## src/rtl/i2c_master_write.sv

```systemverilog
// Single-byte I2C write master: START, address byte, ACK, data byte, ACK, STOP.
// SDA is open-drain (sda_oe pulls low); scl and sda_oe are registered.
module i2c_master_write #(
  parameter int unsigned CLK_DIV = 250
) (
  input  logic       clk,
  input  logic       rst,
  input  logic       start,
  input  logic [7:0] addr,
  input  logic [7:0] wdata,
  output logic       ready,
  output logic       done,
  output logic       ack_err,
  output logic       scl,
  output logic       sda_oe,
  input  logic       sda_i
);

  localparam int unsigned QW = (CLK_DIV > 1) ? $clog2(CLK_DIV) : 1;
  localparam logic [QW-1:0] Q_LAST = QW'(CLK_DIV - 1);

  typedef enum logic [2:0] {
    S_IDLE,
    S_START,
    S_ADDR,
    S_ADDR_ACK,
    S_DATA,
    S_DATA_ACK,
    S_STOP
  } state_e;

  state_e        state_q, state_d;
  logic [QW-1:0] q_cnt_q, q_cnt_d;
  logic [1:0]    phase_q, phase_d;
  logic [2:0]    bit_q, bit_d;
  logic [7:0]    addr_q, addr_d;
  logic [7:0]    data_q, data_d;
  logic          ack_err_q, ack_err_d;
  logic          ready_q, ready_d;
  logic          done_q, done_d;
  logic          scl_q, scl_d;
  logic          oe_q, oe_d;

  logic q_wrap;
  logic slot_end;
  logic ack_sample;

  assign q_wrap     = (q_cnt_q == Q_LAST);
  assign slot_end   = q_wrap && (phase_q == 2'd3);
  assign ack_sample = ((state_q == S_ADDR_ACK) || (state_q == S_DATA_ACK)) &&
                      (phase_q == 2'd3) && (q_cnt_q == '0);

  always_comb begin
    state_d   = state_q;
    q_cnt_d   = q_cnt_q;
    phase_d   = phase_q;
    bit_d     = bit_q;
    addr_d    = addr_q;
    data_d    = data_q;
    ack_err_d = ack_err_q;
    ready_d   = ready_q;
    done_d    = 1'b0;

    if (state_q == S_IDLE) begin
      if (start && ready_q) begin
        addr_d    = addr;
        data_d    = wdata;
        ack_err_d = 1'b0;
        ready_d   = 1'b0;
        q_cnt_d   = '0;
        phase_d   = 2'd0;
        bit_d     = 3'd0;
        state_d   = S_START;
      end
    end else begin
      if (q_wrap) begin
        q_cnt_d = '0;
        phase_d = phase_q + 2'd1;
      end else begin
        q_cnt_d = q_cnt_q + QW'(1);
      end

      if (ack_sample && sda_i) begin
        ack_err_d = 1'b1;
      end

      if (slot_end) begin
        unique case (state_q)
          S_START: begin
            state_d = S_ADDR;
            bit_d   = 3'd7;
          end
          S_ADDR: begin
            if (bit_q == 3'd0) state_d = S_ADDR_ACK;
            else               bit_d   = bit_q - 3'd1;
          end
          // ack_err was cleared at accept, so here it reflects only the address ACK
          S_ADDR_ACK: begin
            if (ack_err_q) begin
              state_d = S_STOP;
            end else begin
              state_d = S_DATA;
              bit_d   = 3'd7;
            end
          end
          S_DATA: begin
            if (bit_q == 3'd0) state_d = S_DATA_ACK;
            else               bit_d   = bit_q - 3'd1;
          end
          S_DATA_ACK: state_d = S_STOP;
          S_STOP: begin
            state_d = S_IDLE;
            ready_d = 1'b1;
            done_d  = 1'b1;
          end
          default: state_d = S_IDLE;
        endcase
      end
    end

    // Outputs are derived from the next state so the registered pins line up with it
    scl_d = 1'b1;
    oe_d  = 1'b0;
    unique case (state_d)
      S_START: begin
        scl_d = ~phase_d[1];
        oe_d  = 1'b1;
      end
      S_ADDR: begin
        scl_d = phase_d[1];
        oe_d  = ~addr_d[bit_d];
      end
      S_DATA: begin
        scl_d = phase_d[1];
        oe_d  = ~data_d[bit_d];
      end
      S_ADDR_ACK, S_DATA_ACK: begin
        scl_d = phase_d[1];
        oe_d  = 1'b0;
      end
      S_STOP: begin
        scl_d = phase_d[1];
        oe_d  = (phase_d != 2'd3);
      end
      default: begin
        scl_d = 1'b1;
        oe_d  = 1'b0;
      end
    endcase
  end

  always_ff @(posedge clk or posedge rst) begin
    if (rst) begin
      state_q   <= S_IDLE;
      q_cnt_q   <= '0;
      phase_q   <= '0;
      bit_q     <= '0;
      addr_q    <= '0;
      data_q    <= '0;
      ack_err_q <= 1'b0;
      ready_q   <= 1'b1;
      done_q    <= 1'b0;
      scl_q     <= 1'b1;
      oe_q      <= 1'b0;
    end else begin
      state_q   <= state_d;
      q_cnt_q   <= q_cnt_d;
      phase_q   <= phase_d;
      bit_q     <= bit_d;
      addr_q    <= addr_d;
      data_q    <= data_d;
      ack_err_q <= ack_err_d;
      ready_q   <= ready_d;
      done_q    <= done_d;
      scl_q     <= scl_d;
      oe_q      <= oe_d;
    end
  end

  assign ready   = ready_q;
  assign done    = done_q;
  assign ack_err = ack_err_q;
  assign scl     = scl_q;
  assign sda_oe  = oe_q;

endmodule

```

## config.mk

```make
export PLATFORM = sky130hd
export DESIGN_NAME = i2c_master_write
export DESIGN_NICKNAME = d
export VERILOG_FILES = /design/src/rtl/i2c_master_write.sv
export SDC_FILE = /design/constraint.sdc
export NUM_CORES = 1
export LEC_CHECK = 0
export CAP_MARGIN = 20
export CORE_UTILIZATION = 40
export CTS_CLUSTER_SIZE = 16
export DETAILED_ROUTE_END_ITERATION = 16
export GPL_TIMING_DRIVEN = 0
export PLACE_DENSITY_LB_ADDON = 0.2
export SLEW_MARGIN = 20
export SYNTH_ARGS = -nofsm -noshare
export SYNTH_HDL_FRONTEND = slang
export SYNTH_SLANG_ARGS = --single-unit
```

## constraint.sdc

```tcl
create_clock -name clk -period 2.9 [get_ports clk]
set_input_delay 0.87 -clock clk [delete_from_list [all_inputs] [get_ports clk]]
set_output_delay 0.87 -clock clk [all_outputs]
set_load 0.05 [all_outputs]
```

# Word level (Yosys, flattened, before mapping)
# Index checks and enable logic that the tools add are counted.
[word_totals] ff_bits=37 out_inout_bits=5
[op_classes] add_sub_neg=3 order_cmp=1 n_eq_ne=16 n_mux=38 n_bitwise=3 n_reduce_logical=16
[ops] cell="$mux 8" n=7
[ops] cell="$mux 3" n=10
[ops] cell="$eq 3x3->1 const B" n=6
[ops] cell="$pmux 3 s5" n=1
[ops] cell="$eq 3x2->1 const B" n=4
[ops] cell="$mux 1" n=11
[ops] cell="$pmux 3 s3" n=1
[ops] cell="$add 8x1->8 const B" n=1
[ops] cell="$eq 8x8->1 const B" n=1
[ops] cell="$logic_not 8->1" n=1
[ops] cell="$mux 2" n=4
[ops] cell="$bmux 1 s3" n=2
[ops] cell="$eq 3x1->1 const B" n=2
[ops] cell="$logic_not 3->1" n=2
[ops] cell="$reduce_bool 2->1" n=3
[ops] cell="$logic_and 1x1->1" n=5
[ops] cell="$reduce_or 5->1" n=1
[ops] cell="$lt 3x4->1 const B" n=1
[ops] cell="$pmux 1 s4" n=1
[ops] cell="$not 1->1" n=3
[ops] cell="$reduce_and 3->1" n=1
[ops] cell="$sub 3x1->3 const B" n=1
[ops] cell="$add 2x1->2 const B" n=1
[ops] cell="$eq 2x2->1 const B" n=1
[ops] cell="6 further kinds" n=6

# Longest topological paths before layout
# Gate-level depths: netlist of the first run.
[logic_depth] ltp_word=9 depth_mapped=10

# Worst setup path after synthesis of the first run
# OpenSTA, ideal clock, no wires.
[synth_timing] path_type="reg2reg" start="register state_q[2]" end="register oe_q, in the netlist sda_oe" setup_ns=0.071 t_arrival_ns=2.622 t_required_ns=2.829 slack_ns=0.207 stages_incl_launch_ff=9 n_path_buf=1 cell_sequence="dfrtp_1 clkbuf_1 or3_1 nor2_1 mux2_2 a21o_2 o211a_1 or4_1 nand4_1"
[synth_rtl] element="from (decl)" line="32" text="state_e state_q, state_d;"
[synth_rtl] element="from (signal assigned)" line="166" text="state_q <= state_d;"
[synth_rtl] element="$logic_not 3->1" line="64" text="if (state_q == S_IDLE) begin"
[synth_rtl] element="$mux 8" line="64"
[synth_rtl] element="named net addr_d[4]" line="36" text="logic [7:0] addr_q, addr_d;"
[synth_rtl] element="$bmux 1 s3" line="131" text="oe_d = ~addr_d[bit_d];"
[synth_rtl] element="$mux 1 (implied by the code)" line="131"
[synth_rtl] element="$not 1->1" line="131"
[synth_rtl] element="$pmux 1 s4" line="124" text="unique case (state_d)"
[synth_rtl] element="named net oe_d" line="42" text="logic oe_q, oe_d;"
[synth_rtl] element="to (signal assigned)" line="164" text="oe_q <= 1'b0;"
[synth_rtl] element="to (signal assigned)" line="176" text="oe_q <= oe_d;"
[synth_rtl] element="to (decl)" line="42"
# The timed path passes the listed nets, and every way through them passes these cells. The select of a mux whose other input is x is not followed.
# A chain may end at the register's enable or synchronous reset.

# Worst setup path in the final report of the first run
[layout_timing] start="input port start" end="register oe_q, in the netlist sda_oe"
[layout_between] elab_chain_cells=7
[layout_rtl] element="from (decl)" line="8" text="input logic start,"
[layout_rtl] element="$logic_and 1x1->1" line="65" text="if (start && ready_q) begin"
[layout_rtl] element="$mux 8" line="65"
[layout_rtl] element="$mux 8" line="64"
[layout_rtl] element="named net addr_d[4]" line="36"
[layout_rtl] element="$bmux 1 s3" line="131"
[layout_rtl] element="$mux 1 (implied by the code)" line="131"
[layout_rtl] element="$not 1->1" line="131"
[layout_rtl] element="$pmux 1 s4" line="124"
[layout_rtl] element="named net oe_d" line="42"
# The timed path passes the listed nets, and every way through them passes these cells. The select of a mux whose other input is x is not followed.

==> flow_summary.toml, run 1 <==
[final_layout]
diodes = 0
final_util_pct = 53.9
drive_gt1_share_pct = 21.2
fin_cells = 343
final_area_mm2 = 0.00277
syn_to_final_growth_pct = 28.3
nets = 298

[logic_synthesis]
synth_area_leaders = "dfrtp_1 (41%), nand2_1 (6.8%), mux2_2 (3.6%), ha_1 (3.5%), a21oi_1 (3.2%)"
syn_nets = 256
syn_area_per_cell_um2 = 9.39
ys_ff_latch = 37
ys.flop_type = "dfrtp_1"
syn_inst = 230
ys_async_sr_fraction_pct = 100
synth_top_area_share_pct = 40.5
synth.most_common_cell = "nand2_1"
seq_area_frac_synth_pct = 43.0
synth_area_leader_cell = "dfrtp_1"
synth_top_cells_by_count = "nand2_1 (39), dfrtp_1 (35), a21oi_1 (14)"
ys_warn_count = 0
synth_edf_count = 0
syn_area_mm2 = 0.00216
synthDistinctLibCells = 50

[cts]
htreeDepth = 2
cts-buffers-inserted = 5
clk_latency_ns = 0.29
clkSinkCount = 37
cts-root-buf = "clkbuf_8"
cts.reportedPaths.clkPinSlew_ns = 0.07
tritoncts = "built"
clockBufferDepth = 2
hold_buffers = 0

[pwr]
p_sw_share_pct = 20.1
vdd.ir_drop.worst_uv = 235
p_seq_share_pct = 50.2
clockPowerShare_pct = 45.9
power_switching_mw = 0.206
comb_power_share_pct = 3.9
power_leakage_nw = 1.30
powerDensity_mw_per_mm2 = 371
p_int_mw = 0.821

[hold_path]
hp-class = "reg -> reg"

[die]
chipHeight_um = 75.5
die_x_um = 75.5
start_util_pct = 42.0
rows = 26
fp.dieArea_mm2 = 0.00570
core_area_mm2 = 0.00514
pin_count = 25

[timing]
relSlewSlack_pct = 56.5
fin_crit_sh_pct = 97.1
skew_ns = 0.00809
finalHoldViolations = 0
tightest_slew_ns = 0.652
clock.fmax_mhz = 355
fin_tns_setup_ns = 0
period_needed_ns = 2.82
setup_viol = 0
slew_viol_final = 0

[place]
gp_congestion = 0.844
port_buffers = 24
place_area_mm2 = 0.00251
dp.cells = 325
hpwlAfterDp_mm = 3.70

[grt]
grt_max_degree = 29
antenna_found_initial = 0
gr-usage-all-layers_pct = 20.5
globalRouteOverflowTotal = 0
grt_pass1_vias = 1787
grt.busiest_layer = "met2"
grt_pass1_wl_mm = 8.56
grtUsageMet1_pct = 28.8
met2_usage_pct = 30.8
grt_use_met3_pct = 4.10

[drt]
post_drt_wl_per_cell_um = 15.7
drtIter0Drc = 132
final_antenna_net_count = 0
vias = 1905
drcViolationCount = 0
wl_mm = 5.38
first_pass_iters = 4
vias_per_cell = 5.55

[worst_setup_path]
crit_required_ns = 3.12
worstSetupPathType = "in -> reg"
critPathMaxFanout = 5
cp-start-kind = "input pin"
end_kind = "flip-flop"
cp_data_arrival_time_ns = 3.04

[flow_run]
maxCapViolCount = 0

[status]
outcome = "finished, final reports clean"
power by group through the flow:
stage	registers [mW]	logic (mW)	clock network (mW)
global placement	0.526	0.0371	0
floorplan	0.526	0.00807	0
CTS	0.516	0.0415	0.481
detailed placement	0.526	0.0411	0
global route	0.515	0.0449	0.500
finish	0.516	0.0400	0.472
routing by layer:
layer / wire length [um] / part of all wire (%)
met5: 0 / 0
met4: 106 / 2.0
met3: 169 / 3.1
met2: 2480 / 46
met1: 2630 / 49
kinds of logic (layout without fill, tap and decap cells):
family / Yosys count / count (layout) / synth area share [%]
and+or+nand+nor: 94 / 95 / 23.3
xor gates and xnor gates: 2 / 2 / 0.811
adders and majority gates: 6 / 6 / 3.47
muxes: 9 / 9 / 4.57
DFF: 37 / 37 / 43.0
buffers and inverters: 20 / 62 / 3.65
AOI/OAI and AO/OA: 62 / 62 / 21.2
through the flow:
| stage | hold slack (ns) | worst slack (ns) | power, mW |
|---|---|---|---|
| detailed placement | 0.460 | -0.665 | 0.567 |
| finish | 0.473 | 0.0842 | 1.03 |
| CTS | 0.477 | 0.00988 | 1.04 |
| global placement | 0.454 | -0.643 | 0.563 |
| global route | 0.494 | -0.00224 | 1.06 |
| floorplan | 0.435 | 0.207 | 0.534 |
final timing paths:
| kind | startpoint | endpoint | slack [ns] | depth (start not counted) |
|---|---|---|---|---|
| max | start | sda_oe$_DFF_PP0_ | 0.08 | 8 |
| min | data_q[4]$_DFF_PP0_ | data_q[4]$_DFF_PP0_ | 0.47 | 2 |
| max reg2reg | q_cnt_q[1]$_DFFE_PP0P_ | sda_oe$_DFF_PP0_ | 0.12 | 9 |
| min reg2reg | data_q[4]$_DFF_PP0_ | data_q[4]$_DFF_PP0_ | 0.47 | 2 |
| max in group asynchronous | rst | scl$_DFF_PP1_ | 1.60 | 3 |
| min in group asynchronous | rst | q_cnt_q[3]$_DFFE_PP0P_ | 0.81 | 2 |
critical path, cell delays in order:
cell,delay (ns)
clkdlybuf4s50_1,0.56
nand2_2,0.14
nor2_4,0.21
mux2_2,0.37
a21o_2,0.18
o211a_1,0.13
or4_1,0.46
nand4_1,0.11
timing repair:
action,in CTS,in global routing
pin swaps,3,4
setup buffers,1,8
resized for setup,7,11
cloned,0,1
endpoints found under the hold margin,0,0
setup endpoints to repair,1,1
cell type report:
cell class / instances / area, um2
timing repair buffer: 34 / 328
clock inverter: 1 / 30.0
tap: 70 / 87.6
sequential: 37 / 930
multi-input combinational: 174 / 1230
inverter: 13 / 48.8
buffer: 7 / 31.3
clock buffer: 7 / 86.3
fill: 510 / 2370
registers in the layout, summed over array words and instances (netlist names), 2 cells and up:
signal,count
bit_q,3
phase_q,2
data_q,8
q_cnt_q,8
addr_q,8
state_q,3
cell usage in the layout (no fill, tap or decap), types with 2 or more instances in the layout:
| master | n |
|---|---|
| or3_1 | 3 |
| nor2_1 | 8 |
| buf_2 | 3 |
| a311oi_1 | 2 |
| clkdlybuf4s50_1 | 24 |
| clkbuf_1 | 4 |
| nor3_1 | 8 |
| a2111oi_0 | 3 |
| clkbuf_8 | 6 |
| o211ai_1 | 3 |
| nand2_1 | 38 |
| a21o_2 | 5 |
| a21oi_1 | 14 |
| or2b_1 | 2 |
| a311o_1 | 2 |
| o31ai_1 | 3 |
| buf_4 | 9 |
| mux2_2 | 7 |
| nand3_1 | 10 |
| dfrtp_1 | 34 |
| o211a_1 | 3 |
| nand4_1 | 5 |
| ha_1 | 5 |
| inv_1 | 12 |
| mux2i_1 | 2 |
| dfstp_2 | 2 |
| nand2b_1 | 4 |
| o21ai_0 | 12 |
(Power assumes the default switching activity.)
==> inputs of run 2 (changes only) <==
--- a/config.mk
+++ b/config.mk
@@ -11,7 +11,6 @@
 export DETAILED_ROUTE_END_ITERATION = 16
 export GPL_TIMING_DRIVEN = 0
 export PLACE_DENSITY_LB_ADDON = 0.2
-export SLEW_MARGIN = 20
 export SYNTH_ARGS = -nofsm -noshare
 export SYNTH_HDL_FRONTEND = slang
 export SYNTH_SLANG_ARGS = --single-unit
==> run 2 against run 1 <==
Net effect:
- clock power down 24%
- sequential cell count unchanged
- largest power group unchanged
- critical path depth unchanged
- register-to-register slack hardly changed
- highest routed layer unchanged
==> flow_summary.toml, run 2 (synthesis results as in run 1) <==
[pwr]
powerDensity_mw_per_mm2 = 337
clockPowerShare_pct = 39.3
p_sw_share_pct = 22.6
p_seq_share_pct = 56.6
power_leakage_nw = 1.28
comb_power_share_pct = 4.1
vdd.ir_drop.worst_uv = 252
p_int_mw = 0.704
power_switching_mw = 0.206

[status]
outcome = "finished, final reports clean"

[drt]
post_drt_wl_per_cell_um = 15.7
wl_mm = 5.37
final_antenna_net_count = 0
first_pass_iters = 4
drcViolationCount = 0
drtIter0Drc = 98
vias = 1901
vias_per_cell = 5.56

[timing]
slew_viol_final = 0
tightest_slew_ns = 0.794
fin_crit_sh_pct = 96.8
fin_tns_setup_ns = 0
period_needed_ns = 2.81
skew_ns = 0.00611
finalHoldViolations = 0
setup_viol = 0
relSlewSlack_pct = 47.0
clock.fmax_mhz = 356

[place]
gp_congestion = 0.844
port_buffers = 24
hpwlAfterDp_mm = 3.64

[die]
die_x_um = 75.5
chipHeight_um = 75.5
rows = 26
start_util_pct = 42.0
core_area_mm2 = 0.00514
pin_count = 25
fp.dieArea_mm2 = 0.00570

[final_layout]
diodes = 0
final_common_cell = "nand2_1"
fillCellCount = 506
final_cell_mix = "nand2_1 (38), dfrtp_1 (35), clkdlybuf4s50_1 (24)"
reg.largest.list = "addr_q (8), data_q (8), q_cnt_q (8)"
nets = 297
final_util_pct = 52.5
drive_gt1_share_pct = 20.6
syn_to_final_growth_pct = 25.0

[worst_setup_path]
cp-start-kind = "input pin"
cp_data_arrival_time_ns = 3.03
cp_cell_sequence = "clkdlybuf4s50_1 > nand3_1 > clkbuf_2 > nand2_1 > nand2_1 > o211a_1 > or4_1 > nand4_1"
crit_family = "simple AND/OR/NAND/NOR gates"
crit_required_ns = 3.12
worstSetupPathType = "in -> reg"
critPathMaxFanout = 10
max_stage_delay_ns = 0.55
crit_buf_inv = 2
end_kind = "flip-flop"
cpMostUsedCell = "nand2_1"
slowest_stage = "clkdlybuf4s50_1"

[grt]
gr-usage-all-layers_pct = 19.7
antenna_found_initial = 0
grt_pass1_vias = 1747
grt_pass1_wl_mm = 8.30
globalRouteOverflowTotal = 0
grt_max_degree = 38

[cts]
cts-root-buf = "clkbuf_8"
clk_latency_ns = 0.29
tritoncts = "built"
clkSinkCount = 37
cts.reportedPaths.clkPinSlew_ns = 0.08
hold_buffers = 0
clockBufferDepth = 2
cts-buffers-inserted = 5
htreeDepth = 2

[hold_path]
hp-class = "reg -> reg"

[flow_run]
maxCapViolCount = 0
## run 2: cell type report
class | instances | area (um2) | area share, %
Inverter | 13 | 48.8 | 1.81
Multi-Input combinational cell | 174 | 1210 | 44.8
Tap cell | 70 | 87.6 | 3.24
Clock inverter | 3 | 17.5 | 0.649
Buffer | 7 | 31.3 | 1.16
Sequential cell | 37 | 928 | 34.4
Clock buffer | 5 | 68.8 | 2.55
Timing Repair Buffer | 33 | 308 | 11.4
## run 2: worst paths after layout
check	depth (start not counted)	from	slack, ns	to
worst max-delay path	8	start	0.09	sda_oe$_DFF_PP0_
min in group asynchronous	2	rst	1.05	ack_err$_DFFE_PP0P_
max in group asynchronous	2	rst	1.34	addr_q[1]$_DFF_PP0_
worst max register to register	8	phase_q[0]$_DFF_PP0_	0.11	sda_oe$_DFF_PP0_
worst min register to register	2	data_q[3]$_DFF_PP0_	0.47	data_q[3]$_DFF_PP0_
worst min-delay path	2	data_q[3]$_DFF_PP0_	0.47	data_q[3]$_DFF_PP0_
## run 2: worst reg2reg max path: stages (launching register included)
cell,delay (ns)
dfrtp_1,0.42
ha_1,0.28
nand4_4,0.14
or4b_4,0.59
o311ai_4,0.37
nand2_4,0.11
o211a_1,0.24
or4_1,0.46
nand4_1,0.11
## run 2: timing repair
action                     in CTS  in global routing
setup buffers                   1                  8
pin swaps                       1                  4
setup endpoints to repair       1                  1
gates cloned                    0                  1
resized for setup               7                  6
## run 2: stage by stage
step | hold WS, ns | setup slack, ns | std cells | instance area (um2) | total power [mW]
finish | 0.475 | 0.0928 | 342 | 2700 | 0.910
global route | 0.496 | -0.00162 | 342 | 2700 | 0.944
CTS | 0.479 | 0.00374 | 333 | 2610 | 0.925
detailed placement | 0.460 | -0.666 | 324 | 2490 | 0.564
global placement | 0.454 | -0.643 | 324 | 2490 | 0.563
floorplan | 0.435 | 0.207 | 230 | 2160 | 0.534
## run 2: power by group through the flow
stage,logic [mW],registers (mW),clock network [mW]
after floorplan,0.00807,0.526,0
after global placement,0.0371,0.526,0
after detailed placement,0.0379,0.526,0
after CTS,0.0383,0.516,0.371
after global routing,0.0415,0.516,0.386
final,0.0371,0.516,0.358
## run 2: per-layer routing
layer / track usage, % / wire length (um) / up-vias / share of wire (%)
li1: - / - / 925 / -
met1: 27.1 / 2590 / 930 / 48
met2: 31.0 / 2540 / 39 / 47
met3: 3.97 / 178 / 7 / 3.3
met4: 6.58 / 65 / 0 / 1.2
met5: 0 / 0 / - / 0
==> inputs of run 3 (changes only) <==
--- a/config.mk
+++ b/config.mk
@@ -6,6 +6,7 @@
 export NUM_CORES = 1
 export LEC_CHECK = 0
 export CAP_MARGIN = 20
+export CORE_MARGIN = 2
 export CORE_UTILIZATION = 40
 export CTS_CLUSTER_SIZE = 16
 export DETAILED_ROUTE_END_ITERATION = 16
==> run 3 against run 2 <==
Net effect:
- hold slack worse by 0.0030 ns
- critical path depth stayed put
- register-to-register slack better by 0.02 ns
- clock skew is 0.0058 ns higher
- die area is 5.4% higher
- maximum frequency is 0.74% lower
==> flow_summary.toml, run 3 (synthesis results as in run 1) <==
[drt]
wl_mm = 5.14
drtIter0Drc = 96
post_drt_wl_per_cell_um = 15.3
vias_per_cell = 5.48
vias = 1847
drcViolationCount = 0
first_pass_iters = 4
final_antenna_net_count = 0

[grt]
globalRouteOverflowTotal = 0
antenna_found_initial = 0
gr-usage-all-layers_pct = 18.0
grt_max_degree = 38
grt_pass1_vias = 1821
grt_pass1_wl_mm = 8.67

[timing]
fin_tns_setup_ns = 0
tightest_slew_ns = 0.777
grt_setup_unrepaired = "false"
finalHoldViolations = 0
slew_viol_final = 0
period_needed_ns = 2.83
skew_ns = 0.0119
fin_crit_sh_pct = 97.5
setup_viol = 0
relSlewSlack_pct = 48.2
clock.fmax_mhz = 354

[hold_path]
hp-class = "reg -> reg"
min_to = "data_q[7]$_DFF_PP0_"
min_path_cells = 2
hold_path_startpoint = "data_q[7]$_DFF_PP0_"

[cts]
cts-buffers-inserted = 5
clockBufferDepth = 2
tritoncts = "built"
htreeDepth = 2
clkSinkCount = 37
hold_buffers = 0
cts-root-buf = "clkbuf_8"
clk_latency_ns = 0.29
cts.reportedPaths.clkPinSlew_ns = 0.08

[worst_setup_path]
critPathMaxFanout = 5
end_kind = "flip-flop"
crit_required_ns = 3.12
r2r_cells = 9
rrSetupSlack_ns = 0.13
cp_data_arrival_time_ns = 3.05
r2r_start = "q_cnt_q[1]$_DFFE_PP0P_"
r2r-end = "sda_oe$_DFF_PP0_"
worstSetupPathType = "in -> reg"
cp-start-kind = "input pin"

[pwr]
vdd.ir_drop.worst_uv = 335
power_leakage_nw = 1.26
powerDensity_mw_per_mm2 = 382

[final_layout]
nets = 292
final_common_cell = "nand2_1"
syn_to_final_growth_pct = 24.3
final_area_mm2 = 0.00269
drive_gt1_share_pct = 19.1
final_cell_mix = "nand2_1 (39), dfrtp_1 (35), clkdlybuf4s50_1 (24)"
reg.largest.list = "addr_q (8), data_q (8), q_cnt_q (8)"
fillCellCount = 471
diodes = 0

[die]
fp.dieArea_mm2 = 0.00601
die_x_um = 77.5
chipHeight_um = 77.5
core_area_mm2 = 0.00517
pin_count = 25
rows = 26
start_util_pct = 41.8

[status]
outcome = "finished, final reports clean"

[place]
gp_congestion = 0.834
place_area_mm2 = 0.00249
hpwlAfterDp_mm = 3.50
port_buffers = 24

[flow_run]
maxCapViolCount = 0
run 3: what timing repair did:
item / CTS / global route
gates cloned: 0 / 1
setup endpoints to repair: 1 / 1
gates resized for setup: 5 / 7
pin swaps: 1 / 3
buffers inserted: 1 / 3
run 3: power breakdown:
part	internal, mW	switching [mW]
Combinational	0.0225	0.0139
Clock	0.280	0.193
Sequential	0.516	0
Total	0.818	0.207
run 3: critical path, cell delays in order:
cell and delay [ns]:
clkdlybuf4s50_1 0.53, nand2_1 0.18, nor2_4 0.22, mux2_2 0.37, a21o_2 0.18, o211a_1 0.13, or4_1 0.46, nand4_1 0.11
run 3: layer usage:
metal  global-route usage [%]  vias up  routed length [um]
li1                         -      919                   -
met1                     24.3      899                2510
met2                     28.8       23                2400
met3                     3.37        6                 139
met4                     6.61        0                  91
met5                        0        -                   0
run 3: area by class of cell:
cell class              count  area, um2  area share (%)
multi-input cells         174       1200            44.6
flip-flops and latches     37        928            34.6
repair buffers             28        270            10.1
well taps                  70       87.6            3.26
clock buffers               6       82.6            3.08
inverters                  13       48.8            1.82
clock inverters             2       37.5            1.40
plain buffers               7       31.3            1.16
run 3: worst max path at each step:
| stage | startpoint | endpoint | slack [ns] | cells past startpoint |
|---|---|---|---|---|
| 5_1_grt | start | sda_oe$_DFF_PP0_ | 0.003 | 8 |
| 3_5_place_dp | start | sda_oe$_DFF_PP0_ | -0.62 | 8 |
| 6_report | start | sda_oe$_DFF_PP0_ | 0.07 | 8 |
| 3_3_place_gp | start | sda_oe$_DFF_PP0_ | -0.63 | 8 |
| 2_1_floorplan | state_q[2]$_DFF_PP0_ | sda_oe$_DFF_PP0_ | 0.21 | 8 |
| 4_1_cts | q_cnt_q[1]$_DFFE_PP0P_ | sda_oe$_DFF_PP0_ | 0.01 | 9 |
run 3: through the flow:
step / hold WS [ns] / cells / utilization [%] / setup WS [ns] / total power, mW
4_1_cts: 0.474 / 333 / 51.1 / 0.0107 / 1.04
3_3_place_gp: 0.452 / 324 / 48.1 / -0.627 / 0.563
2_1_floorplan: 0.435 / 230 / - / 0.207 / 0.534
3_5_place_dp: 0.455 / 324 / 48.1 / -0.623 / 0.563
5_1_grt: 0.512 / 337 / 51.9 / 0.00334 / 1.06
6_report: 0.472 / 337 / 51.9 / 0.0718 / 1.03
